## src/rtl/pkt_bank_scheduler.sv

```systemverilog
// Packet BRAM bank scheduler: grants banks to the ingress writer and launches egress reads in commit order.
// Define PKT_SCHED_TIMEOUT_EN to add a start->finish watchdog on the backend.
module pkt_bank_scheduler #(
  parameter int NUM_BANKS   = 2,
  parameter int LEN_W       = 16,
  parameter int TIMEOUT_CYC = 4096,
  localparam int BANK_W     = $clog2(NUM_BANKS)
) (
  input  logic              aclk,
  input  logic              aresetn,
  input  logic              wr_req,
  output logic              wr_gnt,
  output logic [BANK_W-1:0] wr_bank,
  input  logic              wr_done,
  input  logic [LEN_W-1:0]  wr_len,
  output logic              start,
  output logic [BANK_W-1:0] rd_bank,
  output logic [LEN_W-1:0]  length_be,
  input  logic              finish,
  output logic [2:0]        banks_free,
  output logic              err_proto,
  output logic              err_timeout
);

  typedef enum logic [1:0] {B_FREE, B_FILLING, B_READY, B_DRAINING} bank_state_t;
  typedef enum logic [1:0] {L_IDLE, L_LAUNCH, L_WAIT_FIN} launch_state_t;

  localparam logic [BANK_W:0] CNT_ONE = (BANK_W+1)'(1);

  bank_state_t       bank_q [NUM_BANKS];
  bank_state_t       bank_d [NUM_BANKS];
  logic [LEN_W-1:0]  len_q  [NUM_BANKS];
  logic [BANK_W-1:0] fifo_q [NUM_BANKS];
  logic [BANK_W-1:0] fifo_d [NUM_BANKS];
  logic [BANK_W:0]   cnt_q, cnt_d, cnt_pop;
  logic [BANK_W-1:0] rr_q, alloc_bank;
  logic [LEN_W-1:0]  head_len;
  logic              alloc_found, do_alloc, commit, push, pop, release_bank, expire;
  launch_state_t     fsm_q, fsm_d;

  // wr_gnt is high exactly while some bank is FILLING, so it doubles as the "no bank filling" test.
  assign do_alloc     = wr_req && !wr_gnt && alloc_found;
  assign commit       = wr_done && wr_gnt;
  assign push         = commit && (wr_len != '0);
  assign pop          = (fsm_q == L_IDLE) && (cnt_q != '0);
  assign release_bank = (fsm_q == L_WAIT_FIN) && (finish || expire);
  assign start        = (fsm_q == L_LAUNCH);
  assign err_timeout  = expire;

  always_comb begin
    alloc_found = 1'b0;
    alloc_bank  = '0;
    for (int i = 1; i <= NUM_BANKS; i++) begin
      for (int j = 0; j < NUM_BANKS; j++) begin
        if (!alloc_found && j == (int'(rr_q) + i) % NUM_BANKS && bank_q[j] == B_FREE) begin
          alloc_found = 1'b1;
          alloc_bank  = BANK_W'(j);
        end
      end
    end
  end

  // Each transition leaves a distinct source state, so the updates never collide on one bank.
  always_comb begin
    head_len = '0;
    for (int i = 0; i < NUM_BANKS; i++) begin
      bank_d[i] = bank_q[i];
      if (fifo_q[0] == BANK_W'(i)) head_len = len_q[i];
      if (do_alloc && alloc_bank == BANK_W'(i)) bank_d[i] = B_FILLING;
      if (commit && wr_bank == BANK_W'(i)) bank_d[i] = push ? B_READY : B_FREE;
      if (pop && fifo_q[0] == BANK_W'(i)) bank_d[i] = B_DRAINING;
      if (release_bank && rd_bank == BANK_W'(i)) bank_d[i] = B_FREE;
    end
  end

  always_comb begin
    fifo_d  = fifo_q;
    cnt_pop = pop ? cnt_q - CNT_ONE : cnt_q;
    if (pop) begin
      for (int i = 0; i < NUM_BANKS - 1; i++) fifo_d[i] = fifo_q[i+1];
    end
    for (int i = 0; i < NUM_BANKS; i++) begin
      if (push && cnt_pop == (BANK_W+1)'(i)) fifo_d[i] = wr_bank;
    end
    cnt_d = push ? cnt_pop + CNT_ONE : cnt_pop;
  end

  always_comb begin
    fsm_d = fsm_q;
    case (fsm_q)
      L_IDLE:     if (pop) fsm_d = L_LAUNCH;
      L_LAUNCH:   fsm_d = L_WAIT_FIN;
      L_WAIT_FIN: if (finish || expire) fsm_d = L_IDLE;
      default:    fsm_d = L_IDLE;
    endcase
  end

  always_comb begin
    banks_free = '0;
    for (int i = 0; i < NUM_BANKS; i++) begin
      if (bank_q[i] == B_FREE) banks_free = banks_free + 3'd1;
    end
  end

  always_ff @(posedge aclk or negedge aresetn) begin
    if (!aresetn) begin
      fsm_q     <= L_IDLE;
      cnt_q     <= '0;
      rr_q      <= BANK_W'(NUM_BANKS - 1);
      wr_gnt    <= 1'b0;
      wr_bank   <= '0;
      rd_bank   <= '0;
      length_be <= '0;
      err_proto <= 1'b0;
      for (int i = 0; i < NUM_BANKS; i++) begin
        bank_q[i] <= B_FREE;
        len_q[i]  <= '0;
        fifo_q[i] <= '0;
      end
    end else begin
      fsm_q     <= fsm_d;
      cnt_q     <= cnt_d;
      err_proto <= (wr_done && !wr_gnt) || (finish && fsm_q != L_WAIT_FIN);
      if (do_alloc) begin
        wr_gnt  <= 1'b1;
        wr_bank <= alloc_bank;
        rr_q    <= alloc_bank;
      end else if (commit) begin
        wr_gnt <= 1'b0;
      end
      if (pop) begin
        rd_bank   <= fifo_q[0];
        length_be <= head_len;
      end
      for (int i = 0; i < NUM_BANKS; i++) begin
        bank_q[i] <= bank_d[i];
        fifo_q[i] <= fifo_d[i];
        if (commit && wr_bank == BANK_W'(i)) len_q[i] <= wr_len;
      end
    end
  end

`ifdef PKT_SCHED_TIMEOUT_EN
  logic [15:0] wd_cnt;

  // Counts WAIT_FIN cycles; expiry lands TIMEOUT_CYC cycles after the LAUNCH cycle.
  always_ff @(posedge aclk or negedge aresetn) begin
    if (!aresetn) wd_cnt <= '0;
    else if (fsm_q == L_LAUNCH) wd_cnt <= '0;
    else if (fsm_q == L_WAIT_FIN) wd_cnt <= wd_cnt + 16'd1;
  end

  assign expire = (fsm_q == L_WAIT_FIN) && !finish && (wd_cnt == 16'(TIMEOUT_CYC - 1));
`else
  assign expire = 1'b0 && (TIMEOUT_CYC > 0);
`endif

endmodule

```

## config.mk

```make
export PLATFORM = sky130hd
export DESIGN_NAME = pkt_bank_scheduler
export DESIGN_NICKNAME = d
export VERILOG_FILES = /design/src/rtl/pkt_bank_scheduler.sv
export SDC_FILE = /design/constraint.sdc
export NUM_CORES = 1
export LEC_CHECK = 0
export ABC_AREA = 1
export CORE_AREA = 2 2 105 97
export DETAILED_ROUTE_END_ITERATION = 6
export DIE_AREA = 0 0 107 99
export SYNTH_ARGS = -nofsm -noshare
export SYNTH_HDL_FRONTEND = slang
export SYNTH_SLANG_ARGS = --single-unit
```

## constraint.sdc

```tcl
create_clock -name aclk -period 2 [get_ports aclk]
set_clock_uncertainty 0.1 [all_clocks]
set_input_delay 0.2 -clock aclk [delete_from_list [all_inputs] [get_ports aclk]]
set_output_delay 0.2 -clock aclk [all_outputs]
set_load 0.03 [all_outputs]
```

# After elaboration in Yosys (flattened, before gate mapping)
# Index checks and enable logic that the tools add are counted.
# word_totals
word_cells	104
out_inout_bits	25
ff_bits	63
input_bits	21
# op_classes
reduce_logical	43
n_eq_ne	8
n_bitwise	6
addsub	5
muxes	28
# op_table
cell	n
$logic_not 32->1	2
$mux 2	13
$logic_and 1x1->1	25
$mux 16	1
$reduce_bool 16->1	1
$mux 1	12
$logic_not 2->1	4
$reduce_bool 4->1	2
$ne 2x2->1 const B	3
$pmux 2 s3	1
$reduce_bool 2->1	3
$eq 2x1->1 const B	2
$eq 2x2->1 const A	2
$logic_not 1->1	4
$not 1->1	4
$add 3x1->3 const B	1
$mux 3	1
$add 1x1->1 const B	2
$add 2x1->2 const B	1
$and 1x1->1 const A	2
$eq 2x2->1 const B	1
$reduce_and 2->1	1
$sub 2x1->2 const B	1
$logic_or 1x1->1	1

# Longest topological paths before layout
# Gate-level depths: netlist of run 1.
# depth
depth_word	23
ltp_mapped	11
depth_no_buf	11

# Least setup slack after synthesis of run 1
# OpenSTA, ideal clock, no wires.
# synth_path
path_kind	reg2reg
startpoint	register cnt_q[0]
endpoint	register cnt_q[1]
required_ns	1.783
arrival_ns	1.469
setup_time_ns	0.117
slack_ns	0.314
path_buffers	1
synth_period_minus_slack_ns	1.686
stages_incl_launch_ff	11
path_cell_list	dfrtp_1 -> inv_1 -> ha_1 -> inv_1 -> nand2_4 -> buf_6 -> o21a_1 -> inv_1 -> ha_1 -> nand3_1 -> nand2_1
# synth_between
elab_chain_len	5
elab_cells_between_ends	6
cone_classes	add/sub (2); mux (2); reduce/logical (2)
# synth_rtl
item	line_no	rtl
start, declared	35	logic [BANK_W:0] cnt_q, cnt_d, cnt_pop;
start signal, assigned	122	cnt_q <= cnt_d;
branches (longest 2 deep; another with $sub 2x1->2)	--	
$mux 2 *	78	cnt_pop = pop ? cnt_q - CNT_ONE : cnt_q;
$add 2x1->2	85	cnt_d = push ? cnt_pop + CNT_ONE : cnt_pop;
$mux 2 *	85	
via cnt_d[1]	35	
# Mark *: on every way through the listed nets, which the timed path passes.
# A chain may end at the register's enable or synchronous reset.

# Worst setup path in the final report of run 1
# layout_path
startpoint	register bank_q[1] (netlist bit)
endpoint	output port banks_free[0]
# layout_between
elab_chain_len	2
# layout_rtl
item	line_no	rtl
start, declared	30	bank_state_t bank_q [NUM_BANKS];
start signal, assigned by index	136	bank_q[i] <= bank_d[i];
$logic_not 2->1	101	if (bank_q[i] == B_FREE) banks_free = banks_free + 3'd1;
$mux 3	101	
end, declared	20	output logic [2:0] banks_free,
# Every way passes these cells.

==> results of run 1 <==
[stage by stage]
step | std cells | hold slack (ns) | setup slack, ns | utilization
4_1_cts | 511 | 0.3115 | 0.04579 | 0.3773
2_1_floorplan | 330 | -0.1956 | 0.3140 | -
3_5_place_dp | 494 | 0.1416 | 0.2334 | 0.3558
3_3_place_gp | 494 | 0.1412 | 0.2515 | 0.3558
6_report | 511 | 0.2868 | 0.1191 | 0.3776
5_1_grt | 511 | 0.3156 | 0.007975 | 0.3776
[state kept, by name, summed over array words and instances (netlist names)]
signal	cells
len_q	32
wr_bank	1
wr_gnt	1
length_be	16
err_proto	1
rr_q	1
rd_bank	1
fifo_q	2
fsm_q	2
bank_q	4
cnt_q	2
[worst reg2reg max path, cell delays in order (launching register included)]
cell and delay, ns:
dfrtp_1 0.36, inv_1 0.11, ha_1 0.16, inv_1 0.08
nand2_4 0.16, xor2_2 0.20, inv_1 0.08, ha_1 0.29
nand3_1 0.08, nand2_1 0.05
[cells in the final DEF (no fill, tap or decap), drive strengths merged]
cell             n
nor2            22
bufinv           1
conb             2
inv             42
a21oi            1
nand4            2
dlymetal6s2s     1
o21ai           37
clkinvlp         2
ha               4
dlygate4sd2      2
buf              8
nand3           24
o22ai            1
clkdlybuf4s50   39
nand2          114
dlygate4sd3      1
o221ai           4
xor2             1
o21a             2
dfrtp           62
clkinv           3
clkbuf           9
dfstp            1
[report_power, final]
group	switching, mW	total [mW]	internal [mW]
Sequential	0.316	2.20	1.89
Combinational	1.63	2.63	0.993
Clock	0.534	1.11	0.576
Total	2.48	5.94	3.46
[how the worst max path moves through the flow]
stage | cells past startpoint | slack, ns | end | startpoint
4_1_cts | 3 | 0.05 | start | fsm_q[0]$_DFFE_PN0P_
6_report | 3 | 0.12 | banks_free[0] | bank_q[1]$_DFFE_PN0P_
2_1_floorplan | 10 | 0.31 | cnt_q[1]$_DFF_PN0_ | cnt_q[0]$_DFF_PN0_
5_1_grt | 3 | 0.008 | banks_free[0] | bank_q[1]$_DFFE_PN0P_
3_3_place_gp | 3 | 0.25 | banks_free[0] | bank_q[1]$_DFFE_PN0P_
3_5_place_dp | 9 | 0.23 | cnt_q[1]$_DFF_PN0_ | cnt_q[0]$_DFF_PN0_
[metal layers]
layer | wire length, um | global-route usage
met1 | 3060 | 0.1731
met2 | 2672 | 0.1881
met3 | 391 | 0.04497
met4 | 157 | 0.06494
met5 | 0 | 0
[final cells by class]
class | instances | share of cell area
multi-input cells | 214 | 0.2780
repair buffers | 51 | 0.1397
flip-flops and latches | 63 | 0.4404
clock inverters | 7 | 0.02026
well taps | 126 | 0.04401
clock buffers | 9 | 0.03458
inverters | 41 | 0.04296
[kinds of logic after synthesis]
group | after synthesis | share of synthesized area
xor gates and xnor gates | 1 | 0.005805
and+or+nand+nor | 162 | 0.2411
other | 1 | 0.001338
buffers and inverters | 53 | 0.08303
AOI/OAI and AO/OA | 45 | 0.08794
DFF | 63 | 0.5629
adders and majority gates | 4 | 0.01786
[what timing repair did]
action                                  in CTS  in global routing
gates resized for setup                      2                  1
endpoints found under the setup margin       2                  1
hold buffers                                 1                  0
endpoints found under the hold margin       62                  0
cloned                                       0                  0
==> flow_metrics.py, run 1 <==
metrics = {
    "synth": {
        "ys.flop_type": "dfrtp_1",
        "synth_area_um2": 2803,
        "ys_warn_count": 0,
        "synth_most_common_cell": "nand2_1",
        "synth_edf_count": 0,
        "ys_seq_area_frac": 0.5629,
        "synthArstFlopShare": 1.000,
        "syn_area_per_cell_um2": 8.519,
        "syn_inst": 329,
        "synth-seq-cells": 63,
        "synth_top_area_cell": "dfrtp_1",
        "synth.area.top_cells": "dfrtp_1 (55%), nand2_1 (15%), o21ai_0 (5.9%)",
        "synth_cell_types": 26,
        "synth_top_area_share": 0.5536,
        "synthTopCellsByCount": "nand2_1 (113), dfrtp_1 (62), inv_1 (38)",
    },
    "clock_network": {
        "clkTransAtPathRegs_ns": 0.07,
        "cts_root_buf": "clkbuf_8",
        "post_cts_buffers": 0,
        "clkSinkCount": 63,
        "cts_buffer_depth": 2,
        "cts_buffers": 9,
        "clk_latency_ns": 0.35,
        "cts-htree-levels": 3,
        "cts_tree": "yes",
    },
    "layout": {
        "layout-drive-gt1-share": 0.09091,
        "antenna_cells": 0,
        "syn_to_final_growth_pct": 27.81,
        "multiInputGateArea_um2": 996.0,
        "nets": 405,
        "layout.area.seq_um2": 1578,
        "final_area_um2": 3582,
        "fillers": 949,
    },
    "floorplan": {
        "die_w_um": 107,
        "initial_core_util": 0.2954,
        "die_area_um2": 10590,
        "row_count": 34,
        "die_h_um": 99,
        "coreArea_um2": 9487,
        "pin_count": 46,
    },
    "worst_setup_path": {
        "r2r-start": "cnt_q[0]$_DFF_PN0_",
        "critical_path.max_fanout": 3,
        "cpPeakStageDelay_ns": 0.39,
        "required_ns": 1.70,
        "r2r_cells": 9,
        "r2r_slack_ns": 0.22,
        "cp.arrival_ns": 1.58,
        "r2r_end": "cnt_q[1]$_DFF_PN0_",
        "cp-end-kind": "output port",
        "worst-path-buf-inv": 1,
        "start_kind": "flip-flop",
        "path_class": "flip-flop to output port",
        "crit_path_cell_trace": "nor2_1, ha_1, dlygate4sd2_1",
        "path_delay_family": "flip-flops",
        "crit_slowest_cell": "dfrtp_1",
    },
    "timing": {
        "fmax_ghz": 0.5317,
        "rsz0062_at_grt": "false",
        "setup_viol": 0,
        "hold_viol": 0,
        "period_share": 0.9404,
        "fin_crit_ns": 1.881,
        "slew_viol_final": 0,
        "tns_ns": 0,
    },
    "grt": {
        "grt_pass1_vias": 2207,
        "grt_pass1_wl_mm": 10.52,
        "grt_max_degree": 64,
        "grt_overflow": 0,
        "antenna_found_initial": 0,
        "grt_usage": 0.1301,
    },
    "power_and_ir_drop": {
        "ir_drop_mv": 0.7278,
        "p_leak_nw": 1.775,
        "power.total_mw": 5.938,
        "power_density_nw_per_um2": 1658,
    },
    "detailed_routing": {
        "viasPerCell": 4.407,
        "wl_mm": 6.281,
        "first_pass_iters": 4,
        "drt.antenna.violating_nets": 0,
        "dr_total_vias": 2252,
        "avgRoutedWirePerCell_um": 12.29,
        "drt_iter0_drc": 94,
        "drc": 0,
    },
    "status": {
        "outcome": "finished, final reports clean",
    },
    "run": {
        "drv_cap": 0,
    },
    "placement": {
        "place.gp.congestion": 0.7726,
        "dpl.hpwl_mm": 4.340,
        "placed_area_um2": 3376,
        "numPortBuffers": 43,
    },
    "worst_hold_path": {
        "hold_path.class": "primary input to asynchronous set/reset pin",
    },
}
No activity file was read; power rests on OpenSTA's default activity.
==> run 2, diff against run 1 <==
- CORE_AREA: 2 2 105 97 -> 3 3 106 98
- DIE_AREA: 0 0 107 99 -> 0 0 109 101
- PLACE_DENSITY: not set -> 0.6
==> run 2 against run 1 <==
Net effect:
- count of clock-buffer cells in the layout increased by 2
- global-route usage decreased by 0.61 points
- routed wire length decreased by 0.32%
- maximum frequency decreased by 1.3%
- critical endpoint is now start
- sequential cell count unchanged
- setup slack got worse by 0.025 ns
- register-to-register slack got worse by 0.03 ns
- critical path depth unchanged
- utilization increased by 0.42 points
==> flow_metrics.py, run 2 (same netlist as run 1, synthesis figures left out) <==
metrics = {
    "status": {
        "outcome": "finished, final reports clean",
    },
    "clock_network": {
        "cts_root_buf": "clkbuf_8",
        "clkTransAtPathRegs_ns": 0.07,
        "cts_buffer_depth": 2,
        "cts_tree": "yes",
        "clkSinkCount": 63,
        "post_cts_buffers": 0,
        "cts_buffers": 9,
        "cts-htree-levels": 3,
        "clk_latency_ns": 0.34,
    },
    "floorplan": {
        "initial_core_util": 0.2954,
        "die_area_um2": 11010,
        "die_h_um": 101,
        "row_count": 34,
        "die_w_um": 109,
        "pin_count": 46,
        "coreArea_um2": 9487,
    },
    "power_and_ir_drop": {
        "p_leak_nw": 1.782,
        "ir_drop_mv": 0.6243,
        "power_density_nw_per_um2": 1679,
    },
    "timing": {
        "fin_crit_ns": 1.906,
        "period_share": 0.9531,
        "tightest_slew_ns": 0.6767,
        "slew_viol_final": 0,
        "fmax_ghz": 0.5246,
        "tns_ns": 0,
        "rsz0062_at_grt": "false",
        "hold_viol": 0,
        "setup_viol": 0,
        "max-slew-margin-rel": 0.5489,
    },
    "worst_setup_path": {
        "r2r_slack_ns": 0.19,
        "r2r-start": "cnt_q[0]$_DFF_PN0_",
        "cp.arrival_ns": 1.61,
        "required_ns": 1.70,
        "cp-end-kind": "output port",
        "critical_path.max_fanout": 3,
        "r2r_cells": 9,
        "start_kind": "flip-flop",
        "path_class": "flip-flop to output port",
        "r2r_end": "cnt_q[1]$_DFF_PN0_",
    },
    "placement": {
        "place.gp.congestion": 0.8086,
        "numPortBuffers": 43,
        "dpl.hpwl_mm": 4.536,
        "place_inst": 495,
    },
    "layout": {
        "layout-drive-gt1-share": 0.09326,
        "nets": 406,
        "syn_to_final_growth_pct": 29.24,
        "top_regs": "len_q x32, length_be x16, bank_q x4",
        "largest_register_ffs": 32,
        "final_cell_mix": "nand2_1 (113), dfrtp_1 (62), clkdlybuf4s50_1 (40)",
        "antenna_cells": 0,
        "top_register": "len_q",
        "fin_cells": 512,
        "fillers": 942,
        "final_common_cell": "nand2_1",
    },
    "detailed_routing": {
        "wl_mm": 6.261,
        "avgRoutedWirePerCell_um": 12.23,
        "dr_total_vias": 2221,
        "first_pass_iters": 4,
        "viasPerCell": 4.338,
        "drt_iter0_drc": 107,
        "drc": 0,
        "drt.antenna.violating_nets": 0,
    },
    "grt": {
        "antenna_found_initial": 0,
        "grt_overflow": 0,
        "grt_max_degree": 30,
        "grt_pass1_wl_mm": 10.47,
        "grt_pass1_vias": 2148,
        "grt_usage": 0.1240,
    },
    "run": {
        "drv_cap": 0,
    },
    "worst_hold_path": {
        "hold_path.class": "primary input to asynchronous set/reset pin",
    },
}
[run 2: cell types whose count changed in the layout (fill, tap and decap cells not counted)]
| cell | delta |
|---|---|
| clkinv_4 | -1 |
| inv_6 | -1 |
| clkdlybuf4s50_1 | +1 |
| clkbuf_8 | +2 |
| buf_4 | +1 |
| clkinv_2 | -1 |
| bufinv_16 | +1 |
| dlymetal6s2s_1 | -1 |
[run 2: critical path, stage by stage, from the launching register on]
cell and delay [ns]:
dfrtp_1 0.42, inv_1 0.09, nor2_1 0.09, clkdlybuf4s50_1 0.68
[run 2: worst max path at each step]
stage / slack [ns] / cells past startpoint / to / startpoint
after floorplan: 0.31 / 10 / cnt_q[1]$_DFF_PN0_ / cnt_q[0]$_DFF_PN0_
after global placement: 0.26 / 9 / cnt_q[1]$_DFF_PN0_ / cnt_q[0]$_DFF_PN0_
after detailed placement: 0.22 / 9 / cnt_q[1]$_DFF_PN0_ / cnt_q[0]$_DFF_PN0_
after CTS: 0.09 / 3 / start / fsm_q[0]$_DFFE_PN0P_
after global routing: 0.03 / 3 / start / fsm_q[0]$_DFFE_PN0P_
final: 0.09 / 3 / start / fsm_q[0]$_DFFE_PN0P_
[run 2: repair_timing]
| action | 4_1_cts | 5_1_grt |
|---|---|---|
| gates resized for setup | 2 | 0 |
| hold endpoints to repair | 26 | 0 |
| hold buffers | 1 | 0 |
| endpoints found under the setup margin | 2 | 0 |
[run 2: cell type report]
| class | count | area [um^2] | share of cell area |
|---|---|---|---|
| flip-flops and latches | 63 | 1578 | 0.4356 |
| multi-input cells | 214 | 996.0 | 0.2750 |
| repair buffers | 52 | 505.5 | 0.1396 |
| well taps | 126 | 157.7 | 0.04352 |
| inverters | 41 | 153.9 | 0.04249 |
| clock buffers | 11 | 151.4 | 0.04180 |
| clock inverters | 5 | 80.08 | 0.02211 |
[run 2: report_power, final]
part           internal (mW)  switching [mW]
Combinational          0.990            1.63
Sequential              1.89           0.315
Clock                  0.767           0.494
[run 2: per-layer routing]
layer / track usage / up-vias / part of all wire
met5: 0 / - / 0
met4: 0.03786 / 0 / 0.0096
li1: - / 1130 / -
met2: 0.1884 / 45 / 0.47
met1: 0.1665 / 1040 / 0.47
met3: 0.04292 / 6 / 0.045
[run 2: metrics by stage]
step	instance area (um^2)	setup slack [ns]	hold slack, ns	utilization	power, mW
4_1_cts	3622	0.08871	0.3529	0.3818	6.157
3_5_place_dp	3383	0.2201	0.1760	0.3566	4.902
2_1_floorplan	2806	0.3140	-0.1956	-	4.035
3_3_place_gp	3383	0.2638	0.1725	0.3566	4.837
5_1_grt	3622	0.03109	0.3823	0.3818	6.587
6_report	3622	0.09385	0.3384	0.3818	6.080
==> run 3, diff against run 2 <==
- CAP_MARGIN: not set -> 0
- TNS_END_PERCENT: not set -> 100
==> results of run 3 <==
Final layout, timing and power as in run 2 (identical DEF).
